File: src/rtl/fclass_pkg.sv
// Shared definitions for the FCLASS writeback path: class-mask width, class
// bit positions, FIFO entry layout and a one-hot check helper.
package fclass_pkg;

  localparam int unsigned CLASS_W = 10;
  localparam int unsigned RD_W    = 5;
  localparam int unsigned ENTRY_W = CLASS_W + RD_W;
  localparam int unsigned STAT_W  = 16;

  // Bit positions within the FCLASS result mask
  localparam int unsigned CLS_NINF  = 0;
  localparam int unsigned CLS_NNORM = 1;
  localparam int unsigned CLS_NSUB  = 2;
  localparam int unsigned CLS_NZERO = 3;
  localparam int unsigned CLS_PZERO = 4;
  localparam int unsigned CLS_PSUB  = 5;
  localparam int unsigned CLS_PNORM = 6;
  localparam int unsigned CLS_PINF  = 7;
  localparam int unsigned CLS_SNAN  = 8;
  localparam int unsigned CLS_QNAN  = 9;

  // One buffered writeback: destination index above the class mask
  typedef struct packed {
    logic [RD_W-1:0]    rd;
    logic [CLASS_W-1:0] mask;
  } wb_entry_t;

  // True when exactly one bit of the mask is set
  function automatic logic is_onehot10(input logic [CLASS_W-1:0] m);
    return (m != '0) && ((m & (m - CLASS_W'(1))) == '0);
  endfunction

endpackage

File: src/rtl/fclass_fifo.sv
// Generic DEPTH x W register FIFO with occupancy count and synchronous flush.
// Ports: clk, rst (async, active-high), flush; write side wr_valid/wr_ready/
// wr_data; read side rd_valid/rd_ready/rd_data (reads 0 while empty); count.
// Full blocks writes even if a read happens in the same cycle. Flush discards
// everything and overrides any same-cycle read or write.
module fclass_fifo #(
  parameter  int unsigned W     = 15,
  parameter  int unsigned DEPTH = 4,
  localparam int unsigned AW    = $clog2(DEPTH)
) (
  input  logic          clk,
  input  logic          rst,
  input  logic          flush,
  input  logic          wr_valid,
  output logic          wr_ready,
  input  logic [W-1:0]  wr_data,
  output logic          rd_valid,
  input  logic          rd_ready,
  output logic [W-1:0]  rd_data,
  output logic [AW:0]   count
);

  localparam logic [AW:0] FULL = (AW+1)'(DEPTH);

  logic [W-1:0]  mem_q [DEPTH];
  logic [AW-1:0] wr_ptr_q, wr_ptr_d;
  logic [AW-1:0] rd_ptr_q, rd_ptr_d;
  logic [AW:0]   count_q, count_d;
  logic          push, pop;

  assign wr_ready = (count_q != FULL);
  assign rd_valid = (count_q != '0);
  assign push     = wr_valid && wr_ready && !flush;
  assign pop      = rd_valid && rd_ready && !flush;
  assign rd_data  = rd_valid ? mem_q[rd_ptr_q] : '0;
  assign count    = count_q;

  // Pointer/count update; DEPTH is a power of two so pointers wrap naturally
  always_comb begin
    wr_ptr_d = wr_ptr_q;
    rd_ptr_d = rd_ptr_q;
    count_d  = count_q;
    if (flush) begin
      wr_ptr_d = '0;
      rd_ptr_d = '0;
      count_d  = '0;
    end else begin
      if (push) wr_ptr_d = wr_ptr_q + AW'(1);
      if (pop)  rd_ptr_d = rd_ptr_q + AW'(1);
      case ({push, pop})
        2'b10:   count_d = count_q + (AW+1)'(1);
        2'b01:   count_d = count_q - (AW+1)'(1);
        default: count_d = count_q;
      endcase
    end
  end

  always_ff @(posedge clk or posedge rst) begin
    if (rst) begin
      wr_ptr_q <= '0;
      rd_ptr_q <= '0;
      count_q  <= '0;
    end else begin
      wr_ptr_q <= wr_ptr_d;
      rd_ptr_q <= rd_ptr_d;
      count_q  <= count_d;
    end
  end

  // Storage is intentionally left unreset; rd_data is gated while empty
  always_ff @(posedge clk) begin
    if (push) mem_q[wr_ptr_q] <= wr_data;
  end

endmodule

File: src/rtl/fclass_wb_buf.sv
// Writeback buffer after the single-precision FCLASS unit. Queues class masks
// with their destination register, zero-extends the head mask to XLEN for the
// integer register file, and keeps a sticky flag for non-one-hot masks.
// Ports: clk, rst (async, active-high), flush; in_valid/in_ready/in_mask/in_rd;
// out_valid/out_ready/out_data/out_rd; count; err_onehot.
// Optional macro FCLASS_STATS_EN adds saturating counters stat_nan/stat_inf.
module fclass_wb_buf
  import fclass_pkg::*;
#(
  parameter  int unsigned XLEN  = 32,
  parameter  int unsigned DEPTH = 4,
  localparam int unsigned AW    = $clog2(DEPTH)
) (
  input  logic               clk,
  input  logic               rst,
  input  logic               flush,
  input  logic               in_valid,
  output logic               in_ready,
  input  logic [CLASS_W-1:0] in_mask,
  input  logic [RD_W-1:0]    in_rd,
  output logic               out_valid,
  input  logic               out_ready,
  output logic [XLEN-1:0]    out_data,
  output logic [RD_W-1:0]    out_rd,
  output logic [AW:0]        count,
  output logic               err_onehot
`ifdef FCLASS_STATS_EN
  ,
  output logic [STAT_W-1:0]  stat_nan,
  output logic [STAT_W-1:0]  stat_inf
`endif
);

  wb_entry_t wr_entry, head;
  logic      accept;
  logic      err_onehot_q, err_onehot_d;

  assign wr_entry.rd   = in_rd;
  assign wr_entry.mask = in_mask;

  fclass_fifo #(
    .W     (ENTRY_W),
    .DEPTH (DEPTH)
  ) u_fifo (
    .clk      (clk),
    .rst      (rst),
    .flush    (flush),
    .wr_valid (in_valid),
    .wr_ready (in_ready),
    .wr_data  (wr_entry),
    .rd_valid (out_valid),
    .rd_ready (out_ready),
    .rd_data  (head),
    .count    (count)
  );

  // Head reads as zero while empty, so the extension is zero too
  assign out_data = XLEN'(head.mask);
  assign out_rd   = head.rd;

  // A push dropped by flush is not treated as accepted
  assign accept = in_valid && in_ready && !flush;

  always_comb begin
    err_onehot_d = err_onehot_q;
    if (accept && !is_onehot10(in_mask)) err_onehot_d = 1'b1;
  end

  always_ff @(posedge clk or posedge rst) begin
    if (rst) err_onehot_q <= 1'b0;
    else     err_onehot_q <= err_onehot_d;
  end

  assign err_onehot = err_onehot_q;

`ifdef FCLASS_STATS_EN
  logic [STAT_W-1:0] stat_nan_q, stat_nan_d;
  logic [STAT_W-1:0] stat_inf_q, stat_inf_d;

  // Saturating class counters; flush does not touch them
  always_comb begin
    stat_nan_d = stat_nan_q;
    stat_inf_d = stat_inf_q;
    if (accept && (in_mask[CLS_QNAN] || in_mask[CLS_SNAN]) && (stat_nan_q != '1))
      stat_nan_d = stat_nan_q + STAT_W'(1);
    if (accept && (in_mask[CLS_PINF] || in_mask[CLS_NINF]) && (stat_inf_q != '1))
      stat_inf_d = stat_inf_q + STAT_W'(1);
  end

  always_ff @(posedge clk or posedge rst) begin
    if (rst) begin
      stat_nan_q <= '0;
      stat_inf_q <= '0;
    end else begin
      stat_nan_q <= stat_nan_d;
      stat_inf_q <= stat_inf_d;
    end
  end

  assign stat_nan = stat_nan_q;
  assign stat_inf = stat_inf_q;
`endif

endmodule

File: config.mk
export PLATFORM = sky130hd
export DESIGN_NAME = fclass_wb_buf
export DESIGN_NICKNAME = d
export VERILOG_FILES = /design/src/rtl/fclass_pkg.sv /design/src/rtl/fclass_fifo.sv /design/src/rtl/fclass_wb_buf.sv
export SDC_FILE = /design/constraint.sdc
export NUM_CORES = 1
export LEC_CHECK = 0
export ABC_CLOCK_PERIOD_IN_PS = 2400
export CAP_MARGIN = 20
export CELL_PAD_IN_SITES_DETAIL_PLACEMENT = 1
export CELL_PAD_IN_SITES_GLOBAL_PLACEMENT = 2
export CORE_MARGIN = 5
export CORE_UTILIZATION = 36
export DETAILED_ROUTE_END_ITERATION = 10
export GPL_TIMING_DRIVEN = 0
export PLACE_DENSITY = 0.85
export SLEW_MARGIN = 20
export SYNTH_ARGS = -nofsm -noshare
export SYNTH_HDL_FRONTEND = slang
export SYNTH_SLANG_ARGS = --single-unit
File: constraint.sdc
create_clock -name clk -period 2.4 [get_ports clk]
set_input_delay 0.72 -clock clk [delete_from_list [all_inputs] [get_ports clk]]
set_output_delay 0.72 -clock clk [all_outputs]
set_load 0.01 [all_outputs]
### Word level (Yosys, flattened, before mapping)

Memories as Yosys holds them, arrays and structs flattened.
Cells that the tools add are included.

* logic and storage cells: 37
* output and inout port bits: 43
* memory bits (writable): 60
* register bits: 8
* bits in latches: 0
* memory bits (read-only): 0
* memories kept: 1
* input port bits: 20

* equality and inequality tests: 3
* divide/modulo/power cells: 0
* shift-type cells: 0
* muxes and demuxes: 9
* bitwise logic cells: 1
* add/sub/neg operators: 5
* reductions and logical operators: 14
* multiply operators: 0
* order comparisons: 0

Memory list
* u_fifo.mem_q: depth 4, bits a word 15, rd ports 1, clocked after memory_dff 0, wr ports 1, RTL line fclass_fifo.sv:25 `logic [W-1:0] mem_q [DEPTH];`

Operators by type and width (count)
* two-way mux 15 bit: 1
* AND 10 bit: 1
* zero test 10 bit: 1
* nonzero test 10 bit: 1
* subtractor 10 x 1 -> 10 bit, second input constant: 1
* two-way mux 2 bit: 4
* logical AND 1 bit: 6
* one-hot mux 3 bit (2 select lines): 1
* nonzero test 3 bit: 2
* adder 2 x 1 -> 2 bit, second input constant: 2
* nonzero test 2 bit: 2
* adder 3 x 1 -> 3 bit, second input constant: 1
* two-way mux 3 bit: 1
* != test 3 bit, second input constant: 1
* subtractor 3 x 1 -> 3 bit, second input constant: 1
* == test 2 x 1 -> 1 bit, second input constant: 1
* == test 2 bit, second input constant: 1
* zero test 1 bit: 2
* two-way mux 1 bit: 2

### Longest topological paths before layout

* word-level depth: 6
* gate-level depth with buffers: 7

### Hierarchy

Synthesis repeated with hierarchy kept, for this count alone.

* cell total of the unflattened synthesis: 206
* area, all modules: 3229.3 um^2

Modules (own cells, without submodules)
* fclass_fifo: times used 1, cells an instance 162, area an instance 2916.5 um^2, sequential area each 1976.9 um^2
* fclass_wb_buf: times used 1, cells an instance 44, area an instance 312.8 um^2, sequential area each 25.0 um^2

### Least setup slack after synthesis

OpenSTA, ideal clock, no wires.

* path type: reg2out
* start: register u_fifo.rd_ptr_q[0]
* end: output port out_data[6]
* data required time: 1680 ps
* path buffers: 2
* setup slack: 228 ps
* arrival: 1452 ps
* cell stages (with the launch flop): 5
* cells stage by stage: dfrtp_1 buf_2 buf_4 mux4_2 and2_1

* word-level cells in the longest chain between the ends: 2

Ends and longest elaborated chain
* from (decl): RTL line fclass_fifo.sv:27 `logic [AW-1:0] rd_ptr_q, rd_ptr_d;`
* from (signal assigned): RTL line fclass_fifo.sv:65 `rd_ptr_q <= rd_ptr_d;`
* memory (4 x 15 bit)
* two-way mux 15 bit: RTL line fclass_fifo.sv:35 `assign rd_data = rd_valid ? mem_q[rd_ptr_q] : '0;`
* to (decl): RTL line fclass_wb_buf.sv:23 `output logic [XLEN-1:0] out_data,`

Every way passes these cells.

### Worst setup path in the final report

* start: register u_fifo.rd_ptr_q[0]
* end: output port out_rd[2]

* word-level cells in the longest chain between the ends: 2

Ends and longest elaborated chain
* memory (4 x 15 bit)
* two-way mux 15 bit: RTL line fclass_fifo.sv:35
* to (decl): RTL line fclass_wb_buf.sv:24 `output logic [RD_W-1:0] out_rd,`

Every way passes these cells.

==> flow_metrics.tcl <==
set metrics [dict create \
    grt_pass1_wl_um 10000 \
    rows 33 \
    ant_nets 0 \
    wl_per_cell_um 17.0 \
    cp.depth 5 \
    fin_worst_skew_ns 0.00781 \
    wl_met2_um 3350 \
    register_area_mm2 0.00201 \
    cp_max_fo 5 \
    path_cells "buf_6, buf_12, mux4_2, and2_4, buf_6" \
    crit_top_cell "buf_6" \
    ys_warn_count 0 \
    die-width_um 102 \
    final_nets 295 \
    holdCritPathClass "reg2reg" \
    wl_um 6460 \
    die_y_um 102 \
    yosysTopAreaCell "edfxtp_1" \
    yosysUniqueCellTypes 38 \
    ys_ff_latch 68 \
    cts_buffers 9 \
    viasPerCell 4.63 \
    gp_congestion 0.701 \
    dr.pass1.iters 4 \
    ctsRootBufferMaster "clkbuf_8" \
    dp_hpwl_um 4290 \
    clkTransAtPathRegs_ns 0.07 \
    drv_slew 0 \
    ys_seq_area_frac 0.650 \
    drcViolationCount 0 \
    max_stage_delay_ns 0.50 \
    fin_total_pwr_mw 4.20 \
    drt_first_iter_violations 54 \
    tritoncts "built" \
    p_leak_nw 1.52 \
    fmaxAchievable_mhz 408 \
    antenna_found_initial 0 \
    peakVddDrop_v 0.000366 \
    wl_met1_um 2770 \
    num_vias 1759 \
    fin_tns_setup_ns -0.170 \
    hold_viol 0 \
    worstPathArrival_ns 1.73 \
    cp_top_family "multiplexers" \
    overflow 0 \
    worst-path-buf-inv 3 \
    met3WireLength_um 309 \
    cap_violations 0 \
    rsz0062_at_grt "true" \
    criticalPathCategory "reg2out" \
    die-area_mm2 0.0105 \
    finalCritPeriodShare 1.02 \
    io_pins 63 \
    setup_viol 8 \
    cts_sinks 68 \
    grt_pass1_vias 1828 \
    multi_input_area_um2 973 \
    fillers 834 \
    yosys-top-cells-area "edfxtp_1 (59%), mux4_2 (11%), dfrtp_1 (6.5%), buf_4 (5.6%), and2_1 (3.9%)" \
    synthesis.area_mm2 0.00308 \
    crit_path_top_delay_cell "mux4_2" \
    whs_path_depth 1 \
    worst_r2r_path_depth 7 \
    insertion_delay_ns 0.34 \
    violations "setup timing" \
    worst_slack_ns -0.0518 \
    grt_max_degree 16 \
    synth.top_cell.area_share 0.585 \
    layout-drive-gt1-share 0.396 \
    power_density_mw_per_mm2 1030 \
    portBuffers 39 \
    antennaDiodeCount 0 \
    cts_buffer_depth 2 \
    h-tree-depth 3 \
    areaGrowthSynthToFinish_pct 32.6 \
    start_util 0.373 \
    status "finished, violations left" \
    cp-end-kind "output pin" \
    design.core.area_mm2 0.00826 \
    period_needed_ns 2.45 \
    critical_path_required_ns 1.68 \
    syn_avg_cell_area_um2 16.3 \
    top_layer_used "met4" \
    cp-start-kind "flop" \
    synthCells 189 \
    grt_usage 0.132 \
]
flip-flops by register name, indices dropped and copies added (netlist names):
register	flops
u_fifo.mem_q	60
u_fifo.count	3
u_fifo.rd_ptr_q	2
u_fifo.wr_ptr_q	2
err_onehot	1
timing repair:
item | 4_1_cts | 5_1_grt
cloned | 2 | 0
pin swaps | 15 | 4
resized for setup | 91 | 17
setup buffers | 9 | 2
endpoints found under the setup margin | 77 | 16
hold buffers | 0 | 0
final timing paths:
kind	to	slack, ns	startpoint
setup / recovery	out_rd[2]	-0.05	u_fifo.rd_ptr_q[0]
hold / removal	err_onehot	0.50	err_onehot
setup reg to reg	u_fifo.count[1]	0.29	u_fifo.count[0]
hold reg to reg	err_onehot	0.50	err_onehot
max in group asynchronous	u_fifo.count[1]	1.47	rst
min in group asynchronous	u_fifo.wr_ptr_q[0]	0.64	rst
per-layer routing:
metal	vias up	global-route usage
met1	894	0.168
met4	0	0.0333
met5	-	0
met3	4	0.0410
li1	824	-
met2	37	0.219
Yosys cell counts:
cell,instances
edfxtp_1,60
buf_4,23
and2_1,19
mux4_2,15
nor2_1,10
dfrtp_1,8
inv_1,5
clkbuf_1,4
ha_1,4
nor4b_1,4
o21ai_0,3
a21oi_1,2
buf_2,2
nand3_1,2
nor3b_1,2
o21ai_1,2
xnor2_1,2
xor2_1,2
a2111oi_0,1
a21o_1,1
a311oi_1,1
a31o_1,1
conb_1,1
fa_1,1
maj3_1,1
mux2i_1,1
nand2_1,1
nand2_2,1
nand2_4,1
nand3b_1,1
nor3_1,1
nor3_4,1
nor4_1,1
o22ai_1,1
or3_1,1
or3b_4,1
or4_4,1
xor2_2,1
where the power goes:
| group | leakage, nW | switching [mW] | internal (mW) | total [mW] |
|---|---|---|---|---|
| Sequential | 0.641 | 0.0578 | 1.39 | 1.44 |
| Combinational | 0.770 | 0.701 | 1.01 | 1.71 |
| Clock | 0.111 | 0.448 | 0.590 | 1.04 |
area by class of cell:
class	count	share of cell area
Sequential cell	68	0.492
Timing Repair Buffer	51	0.121
Clock inverter	7	0.0242
Tap cell	105	0.0322
Buffer	27	0.0570
Inverter	5	0.00460
Clock buffer	9	0.0303
Multi-Input combinational cell	108	0.239
cell families (layout without fill, tap and decap cells):
family          after synthesis  count (layout)  share of synthesized area
simple gates                 47              47                     0.0980
flops                        68              68                      0.650
compound gates               12              12                     0.0244
buf+inv                      34              99                     0.0703
fa+ha+maj                     6               6                     0.0260
mux                          16              16                      0.113
other cells                   1              22                    0.00122
xor+xnor                      5               5                     0.0167
cell usage in the layout, fill, tap and decap left out, types with 4 or more instances in the layout:
| master | instances |
|---|---|
| ha_1 | 4 |
| inv_1 | 5 |
| dfrtp_1 | 4 |
| nor2_1 | 10 |
| buf_2 | 5 |
| clkdlybuf4s50_1 | 22 |
| and2_4 | 10 |
| and2_2 | 4 |
| dfrtp_2 | 4 |
| buf_4 | 29 |
| nor4b_1 | 4 |
| conb_1 | 22 |
| edfxtp_1 | 60 |
| and2_1 | 5 |
| clkbuf_8 | 10 |
| mux4_2 | 15 |
| buf_6 | 15 |
per-stage QoR:
stage          hold WS, ns  setup slack [ns]  area [um2]  utilization  instances
3_3_place_gp         0.476            -0.485        3680        0.445        354
6_report             0.496           -0.0518        4080        0.494        380
3_5_place_dp         0.473            -0.492        3680        0.445        354
2_1_floorplan        0.493             0.228        3160            -        210
4_1_cts              0.503            -0.112        4030        0.488        379
5_1_grt              0.508            -0.115        4080        0.494        380
(Power assumes the default switching activity.)
